==> src/rtl/timer_unit.sv <==
// DIV/TIMA/TMA/TAC timer block at FF04..FF07 with delayed TIMA reload and interrupt pulse.
// Build option: define TIMER_RELOAD_DELAY_EN for a 4-cycle overflow window before reload (default 1 cycle).
//
//   state      | meaning
//   -----------+-----------------------------------------------------------
//   ST_IDLE    | counting normally, no overflow outstanding
//   ST_PENDING | TIMA overflowed and reads 00; a CPU write to TIMA cancels
//   ST_RELOAD  | TIMA <= TMA on the closing edge, oTimerIrq high this cycle
module timer_unit (
  input  logic        iClock,
  input  logic        iReset,
  input  logic [15:0] iAddr,
  input  logic [7:0]  iData,
  input  logic        iWe,
  output logic [7:0]  oData,
  output logic        oSelected,
  output logic        oTimerIrq
);

  typedef enum logic [1:0] {
    ST_IDLE    = 2'd0,
    ST_PENDING = 2'd1,
    ST_RELOAD  = 2'd2
  } state_t;

  localparam logic [13:0] TIMER_PAGE = 14'h3FC1;  // FF04..FF07 share iAddr[15:2]

  state_t      state;
  state_t      state_next;
  logic [15:0] div;
  logic [7:0]  tima;
  logic [7:0]  tma;
  logic [2:0]  tac;
  logic        tap_hist;
  logic        tap_bit;
  logic        tick_sig;
  logic        tick;
  logic        overflow;
  logic        pend_done;
  logic        wr_div;
  logic        wr_tima;
  logic        wr_tma;
  logic        wr_tac;

  assign oSelected = (iAddr[15:2] == TIMER_PAGE);
  assign wr_div    = iWe && oSelected && (iAddr[1:0] == 2'b00);
  assign wr_tima   = iWe && oSelected && (iAddr[1:0] == 2'b01);
  assign wr_tma    = iWe && oSelected && (iAddr[1:0] == 2'b10);
  assign wr_tac    = iWe && oSelected && (iAddr[1:0] == 2'b11);

  always_comb begin
    tap_bit = 1'b0;
    case (tac[1:0])
      2'b00:   tap_bit = div[9];
      2'b01:   tap_bit = div[3];
      2'b10:   tap_bit = div[5];
      default: tap_bit = div[7];
    endcase
  end

  // A falling edge of the gated tap is a tick, so DIV clears and TAC writes can tick too.
  assign tick_sig = tac[2] & tap_bit;
  assign tick     = tap_hist & ~tick_sig;
  assign overflow = (state == ST_IDLE) && tick && (tima == 8'hFF) && !wr_tima;

`ifdef TIMER_RELOAD_DELAY_EN
  localparam logic [1:0] PEND_LOAD = 2'd3;

  logic [1:0] pend_cnt;

  always_ff @(posedge iClock) begin
    if (iReset) begin
      pend_cnt <= 2'd0;
    end else if (overflow) begin
      pend_cnt <= PEND_LOAD;
    end else if ((state == ST_PENDING) && (pend_cnt != 2'd0)) begin
      pend_cnt <= pend_cnt - 2'd1;
    end
  end

  assign pend_done = (pend_cnt == 2'd0);
`else
  assign pend_done = 1'b1;
`endif

  always_ff @(posedge iClock) begin
    if (iReset) begin
      state <= ST_IDLE;
    end else begin
      state <= state_next;
    end
  end

  always_comb begin
    state_next = state;
    case (state)
      ST_IDLE: begin
        if (overflow) state_next = ST_PENDING;
      end
      ST_PENDING: begin
        if (wr_tima)        state_next = ST_IDLE;
        else if (pend_done) state_next = ST_RELOAD;
      end
      ST_RELOAD: state_next = ST_IDLE;
      default:   state_next = ST_IDLE;
    endcase
  end

  always_comb begin
    oTimerIrq = 1'b0;
    if (state == ST_RELOAD) oTimerIrq = 1'b1;
  end

  always_ff @(posedge iClock) begin
    if (iReset) begin
      div      <= 16'h0000;
      tima     <= 8'h00;
      tma      <= 8'h00;
      tac      <= 3'b000;
      tap_hist <= 1'b0;
    end else begin
      div      <= wr_div ? 16'h0000 : div + 16'h0001;
      tap_hist <= tick_sig;
      if (wr_tma) tma <= iData;
      if (wr_tac) tac <= iData[2:0];
      // Reload beats CPU TIMA writes, but a TMA write in the same cycle feeds straight through.
      if (state == ST_RELOAD) begin
        tima <= wr_tma ? iData : tma;
      end else if (wr_tima) begin
        tima <= iData;
      end else if (tick) begin
        tima <= tima + 8'h01;
      end
    end
  end

  always_comb begin
    oData = 8'hFF;
    if (oSelected) begin
      case (iAddr[1:0])
        2'b00:   oData = div[15:8];
        2'b01:   oData = tima;
        2'b10:   oData = tma;
        default: oData = {5'b11111, tac};
      endcase
    end
  end

endmodule
==> config.mk <==
export PLATFORM = sky130hd
export DESIGN_NAME = timer_unit
export DESIGN_NICKNAME = d
export VERILOG_FILES = /design/src/rtl/timer_unit.sv
export SDC_FILE = /design/constraint.sdc
export NUM_CORES = 1
export LEC_CHECK = 0
export CAP_MARGIN = 0
export CORE_UTILIZATION = 47
export CTS_CLUSTER_SIZE = 30
export DETAILED_ROUTE_END_ITERATION = 10
export GPL_ROUTABILITY_DRIVEN = 0
export PLACE_DENSITY = 0.73
export SLEW_MARGIN = 20
export SYNTH_ARGS = -nofsm -noshare
export SYNTH_HDL_FRONTEND = slang
export SYNTH_SLANG_ARGS = --single-unit
==> constraint.sdc <==
create_clock -name iClock -period 1.94 [get_ports iClock]
set_input_delay 0.194 -clock iClock [delete_from_list [all_inputs] [get_ports iClock]]
set_output_delay 0.194 -clock iClock [all_outputs]
set_load 0.005 [all_outputs]
==> results of run 1 <==
-- synthesized netlist by cell type (8+ instances only) --
cell type / instances
dfxtp_1: 38
inv_1: 9
and3_1: 11
a21oi_1: 17
nand2_1: 32
xor2_1: 9
nand3_1: 12
nor2_1: 28
clkbuf_1: 8
-- registers in the layout, indices dropped and copies added, names as in the netlist --
name	cells
tac	3
div	16
tap_hist	1
tma	8
state	2
tima	8
-- per-stage QoR --
step	worst slack, ns	utilization (%)
after CTS	-0.0346	65.9
after global routing	-0.0757	66.2
after detailed placement	-0.556	62.9
after global placement	-0.538	62.9
after floorplan	-0.0372	-
final	-0.0290	66.2
-- routing by layer --
layer	wire, um	track usage (%)	share of wire [%]	up-vias
li1	-	-	-	1046
met4	132	10.7	2.3	0
met5	0	0	0	-
met2	2760	38.7	47	44
met1	2730	33.9	47	1015
met3	186	4.94	3.2	10
-- power groups by stage --
stage                     Sequential [mW]  Combinational (mW)  Clock (mW)
final                               0.789               0.145       0.680
after global placement              0.807               0.141           0
after floorplan                     0.806              0.0511           0
after detailed placement            0.807               0.144           0
after CTS                           0.789               0.139       0.690
after global routing                0.790               0.156       0.722
-- what timing repair did --
action                     4_1_cts  5_1_grt
resized for setup               59       18
pin swaps                        5        5
gates cloned                     1        0
setup buffers                    4        0
setup endpoints to repair       29       26
-- logic make-up after synthesis --
family | after synthesis
AND/OR/NAND/NOR | 119
AO/OA/AOI/OAI | 50
flip-flops | 38
adder cells (fa/ha/maj) | 2
XOR/XNOR | 15
multiplexers | 13
buffers and inverters | 20
-- worst max path at each step --
stage                     startpoint                   end  slack (ns)  depth (start not counted)
after detailed placement    iAddr[3]             oSelected       -0.56                          6
after CTS                   iAddr[4]              oData[0]       -0.03                          8
final                       iAddr[3]              oData[0]       -0.03                          7
after floorplan             iAddr[3]  tima[5]$_SDFFE_PP0P_       -0.04                          6
after global routing        iAddr[3]  tima[2]$_SDFFE_PP0P_       -0.08                          8
after global placement      iAddr[3]             oSelected       -0.54                          6
-- cell type report --
cell class              instances  area (um2)  area share (%)
clock buffers                   6        82.6            2.86
clock inverters                 1        30.0            1.04
inverters                       9        36.3            1.26
multi-input cells             199        1350            46.9
flip-flops and latches         38         762            26.4
well taps                      52        65.1            2.26
repair buffers                 64         557            19.3
==> impl_metrics.yaml, run 1 <==
run_status:
  outcome: "finished with violations"
  violations: "setup timing"
worst_setup_path:
  cp_slowest_cell: "or4_4"
  crit_family: "simple AND/OR/NAND/NOR gates"
  cp_slowest_stage_delay_ns: 0.56
  r2r.worst_path.cells: 6
  r2r-start: "tac[1]$_SDFFE_PP0P_"
  start_kind: "primary input"
  cp_num_buf_inv: 4
  cp_max_fo: 7
  r2r_slack_ns: 0.13
  end_kind: "primary output"
  r2r_end: "tima[2]$_SDFFE_PP0P_"
  path_cells: "buf_6 > or4b_4 > or4_4 > inv_4 > buf_6 > nand2b_1 > buf_2"
  arrival_ns: 1.78
  crit_type: "in -> out"
  path_common_cell: "buf_6"
  required_ns: 1.75
logic_synthesis:
  synthAdderAreaFrac_pct: 1.17
  synth_cell_types: 49
  ys_ff_latch: 38
  synthMuxAreaShare_pct: 8.77
  synth_top_family_by_area: "simple AND/OR/NAND/NOR gates"
  syn_inst: 257
  syn_nets: 286
  yosysTopAreaCell: "dfxtp_1"
  synth_compound_area_share_pct: 16.1
  yosys-top-cells-area: "dfxtp_1 36%, nand2_1 5.6%, nor2_1 4.9%"
  yosys.area_share.simple_pct: 28.4
  synthArstFlopShare_pct: 0
  synthDominantCellAreaShare_pct: 35.6
  yosysWarnings: 0
  avgSynthCellArea_um2: 8.33
  netlist_area_um2: 2140
  seq_area_frac_synth_pct: 35.6
  synth-edff-count: 0
  synth_xor_area_share_pct: 6.14
  yosys_most_used_dff: "dfxtp_1"
min_path:
  worst_hold_path_type: "reg -> reg"
  min_from: "div[0]$_SDFF_PP0_"
  min_path_cells: 1
  min_to: "div[0]$_SDFF_PP0_"
floorplan:
  die_y_um: 69.5
  io_pins: 37
  start_util_pct: 49.1
  die_area_um2: 4830
  row_count: 24
  coreArea_um2: 4350
  die_w_um: 69.5
sta:
  slew_violations: 0
  tightestPinTransition_ns: 0.542
  finalHoldViolCount: 0
  period_needed_ns: 1.97
  whs_ns: 0.477
  setup_tns_ns: -0.203
  rsz0062_at_grt: "true"
  period_share_pct: 101
  setup_viol: 9
  fin_skew_ns: 0.00560
  layout_setup_ws_ns: -0.0290
  timing.fmax_ghz: 0.508
  relSlewSlack_pct: 63.7
final_layout:
  antennaDiodeCount: 0
  areaGrowthSynthToFinish_pct: 34.8
  mostFrequentLayoutCell: "dfxtp_1"
  post_route_cells_drive_above_1_share_pct: 25.6
  final_area_um2: 2880
  num-fill-cells: 357
  nets: 346
  layout.cells.non_filler: 369
  mostFrequentLayoutCells: "37 x dfxtp_1, 31 x nand2_1, 27 x nor2_1"
power:
  pwr-share-comb_pct: 9.0
  netSwitchingPower_uw: 338
  p_leak_nw: 1.11
  power.density_nw_per_um2: 560
  switching_share_pct: 20.9
  peakVddDrop_mv: 0.509
  p_clk_share_pct: 42.1
  finalPower_mw: 1.61
  p_int_mw: 1.28
  seqPwrFrac_pct: 48.9
cts:
  cts.path.max_buffers: 2
  cts_root_buffer: "clkbuf_8"
  insertion_delay_ns: 0.29
  cts_tree: "done"
  cts-buffers-inserted: 5
  cts_hold_buf: 0
  clkTransAtPathRegs_ns: 0.07
  clock-sinks: 38
  htreeDepth: 2
run:
  cap_violations: 0
global_routing:
  antenna_found_initial: 0
  grt_max_degree: 16
  grt_first_pass_wirelength_um: 9670
  grt_pass1_vias: 1998
  grt_util_all_layers_pct: 25.0
  overflow: 0
detailed_routing:
  viasPerCell: 5.73
  avgRoutedWirePerCell_um: 15.7
  wl_um: 5810
  firstDrtPassIters: 4
  initialDrtViolationCount: 122
  drc: 0
  postRouteAntennaNets: 0
  via_count: 2115
place:
  dpl-instance-area_um2: 2740
  dp_hpwl_um: 4260
  dp_cells: 359
  port_buffers: 36
(Power assumes the default switching activity.)
==> inputs of run 2 (changes only) <==
ABC_AREA = 1   (was unset)
CORE_ASPECT_RATIO = 1.5   (was unset)
CORE_UTILIZATION = 48   (was 47)
PLACE_DENSITY = 0.74   (was 0.73)
==> impl_metrics.yaml, run 2 <==
power:
  netSwitchingPower_uw: 380
  peakVddDrop_mv: 0.367
  p_leak_nw: 1.32
  seqPwrFrac_pct: 44.7
  p_clk_share_pct: 46.4
  power.density_nw_per_um2: 573
  switching_share_pct: 21.5
  p_int_mw: 1.38
  pwr-share-comb_pct: 9.0
  finalPower_mw: 1.76
sta:
  tightestPinTransition_ns: 0.347
  period_share_pct: 96.6
  setup_tns_ns: 0
  rsz0062_at_grt: "true"
  fin_skew_ns: 0.00830
  slew_violations: 0
  timing.fmax_ghz: 0.534
  setup_viol: 0
  period_needed_ns: 1.87
  finalHoldViolCount: 0
  relSlewSlack_pct: 76.8
  whs_ns: 0.453
final_layout:
  mostFrequentLayoutCell: "nand2_1"
  reg_top3: "div (16), tima (8), tma (8)"
  largest_reg_flops: 16
  top_register: "div"
  mostFrequentLayoutCells: "85 x nand2_1, 42 x inv_1, 38 x dfxtp_1"
  areaGrowthSynthToFinish_pct: 34.6
  final_area_um2: 3080
  antennaDiodeCount: 0
  num-fill-cells: 416
  nets: 423
  post_route_cells_drive_above_1_share_pct: 17.7
  layout.cells.non_filler: 459
place:
  port_buffers: 36
  dpl-instance-area_um2: 2870
  dp_cells: 445
  dp_hpwl_um: 4550
logic_synthesis:
  yosysTopAreaCell: "dfxtp_1"
  seq_area_frac_synth_pct: 33.2
  post-synth-top-count-cell: "nand2_1"
  avgSynthCellArea_um2: 6.98
  synthArstFlopShare_pct: 0
  yosysWarnings: 0
  synth_cell_types: 36
  ys_ff_latch: 38
  synth_common_cells: "86 x nand2_1, 42 x inv_1, 38 x dfxtp_1, 26 x nor2_1, 21 x nand3_1"
  netlist_area_um2: 2290
  syn_inst: 328
  yosys_most_used_dff: "dfxtp_1"
  yosys-top-cells-area: "dfxtp_1 33%, nand2_1 14%, inv_1 6.9%"
  synthDominantCellAreaShare_pct: 33.2
  synth-edff-count: 0
  syn_nets: 357
detailed_routing:
  firstDrtPassIters: 4
  avgRoutedWirePerCell_um: 12.8
  initialDrtViolationCount: 95
  wl_um: 5890
  via_count: 2363
  postRouteAntennaNets: 0
  viasPerCell: 5.15
  drc: 0
global_routing:
  antenna_found_initial: 0
  grt_pass1_vias: 2340
  overflow: 0
  grt_util_all_layers_pct: 25.9
  grt_first_pass_wirelength_um: 10100
  grt_max_degree: 15
cts:
  cts_tree: "done"
  cts-buffers-inserted: 5
  htreeDepth: 2
  cts.path.max_buffers: 2
  cts_root_buffer: "clkbuf_8"
  clkTransAtPathRegs_ns: 0.08
  clock-sinks: 38
  insertion_delay_ns: 0.30
worst_setup_path:
  start_kind: "primary input"
  end_kind: "primary output"
  r2r_slack_ns: 0.26
  crit_type: "in -> out"
  required_ns: 1.75
  arrival_ns: 1.68
  cp_max_fo: 4
floorplan:
  die_area_um2: 5050
  die_y_um: 86.6
  row_count: 30
  io_pins: 37
  start_util_pct: 50.4
  coreArea_um2: 4540
  die_w_um: 58.4
run:
  cap_violations: 0
run_status:
  outcome: "finished, final reports clean"
min_path:
  worst_hold_path_type: "reg -> reg"
-- run 2: cell types whose count changed after synthesis, moves of 5 or more --
cell,previous run,this run
nand2b_1,6,0
nand2_1,32,86
clkbuf_1,8,1
inv_1,9,42
nand3_1,12,21
o21ai_0,5,12
and3_1,11,0
o22ai_1,6,0
nor2_2,0,5
nand4_1,6,16
mux2_2,6,0
-- run 2: final timing paths --
kind | from | endpoint | cells after the start
worst max register to register | div[0]$_SDFF_PP0_ | div[14]$_SDFF_PP0_ | 8
worst max-delay path | iAddr[13] | oSelected | 6
worst min register to register | div[0]$_SDFF_PP0_ | div[0]$_SDFF_PP0_ | 1
worst min-delay path | div[0]$_SDFF_PP0_ | div[0]$_SDFF_PP0_ | 1
-- run 2: metal layers --
layer	part of all wire (%)	track usage [%]	vias up	routed length [um]
li1	-	-	1210	-
met1	39	27.6	1077	2310
met2	54	47.4	57	3180
met3	3.3	4.93	19	194
met4	3.4	12.6	0	199
met5	0	0	-	0
-- run 2: critical path, cell delays in order --
cell and delay (ns):
clkdlybuf4s50_1 0.45, nand2_1 0.07, nor2_1 0.13, nand2_2 0.12, nor2_4 0.18, clkdlybuf4s50_1 0.53
-- run 2: cell families after synthesis --
logic type,Yosys count,share of synthesized area (%)
AND/OR/NAND/NOR,172,37.8
adder cells (fa/ha/maj),2,1.09
buffers and inverters,55,10.3
XOR/XNOR,12,4.59
AO/OA/AOI/OAI,49,13.0
flip-flops,38,33.2
-- run 2: metrics by stage --
step	worst slack [ns]	utilization, %
after floorplan	0.482	-
after global placement	-0.144	63.3
after detailed placement	-0.177	63.3
after CTS	0.0451	67.0
after global routing	-0.0168	67.8
final	0.0666	67.8
-- run 2: final cells by class --
type                       instances  area, um2  share of cell area (%)
clock buffer                       5       68.8                    2.23
clock inverter                     3       68.8                    2.23
inverter                          46        173                    5.61
multi-input combinational        236       1320                    42.7
sequential                        38        761                    24.7
tap                               64       80.1                    2.60
timing repair buffer              67        614                    19.9
-- run 2: power groups by stage --
stage / logic, mW / registers, mW / clock network [mW]
finish: 0.158 / 0.788 / 0.818
global route: 0.173 / 0.789 / 0.860
CTS: 0.157 / 0.788 / 0.831
detailed placement: 0.157 / 0.807 / 0
global placement: 0.155 / 0.806 / 0
floorplan: 0.0539 / 0.806 / 0
-- run 2: timing repair --
item                       4_1_cts  5_1_grt
gates cloned                     1        0
resized for setup                9        6
buffers inserted                 4        1
hold buffers                     0        0
pin swaps                        2        3
setup endpoints to repair        9        6
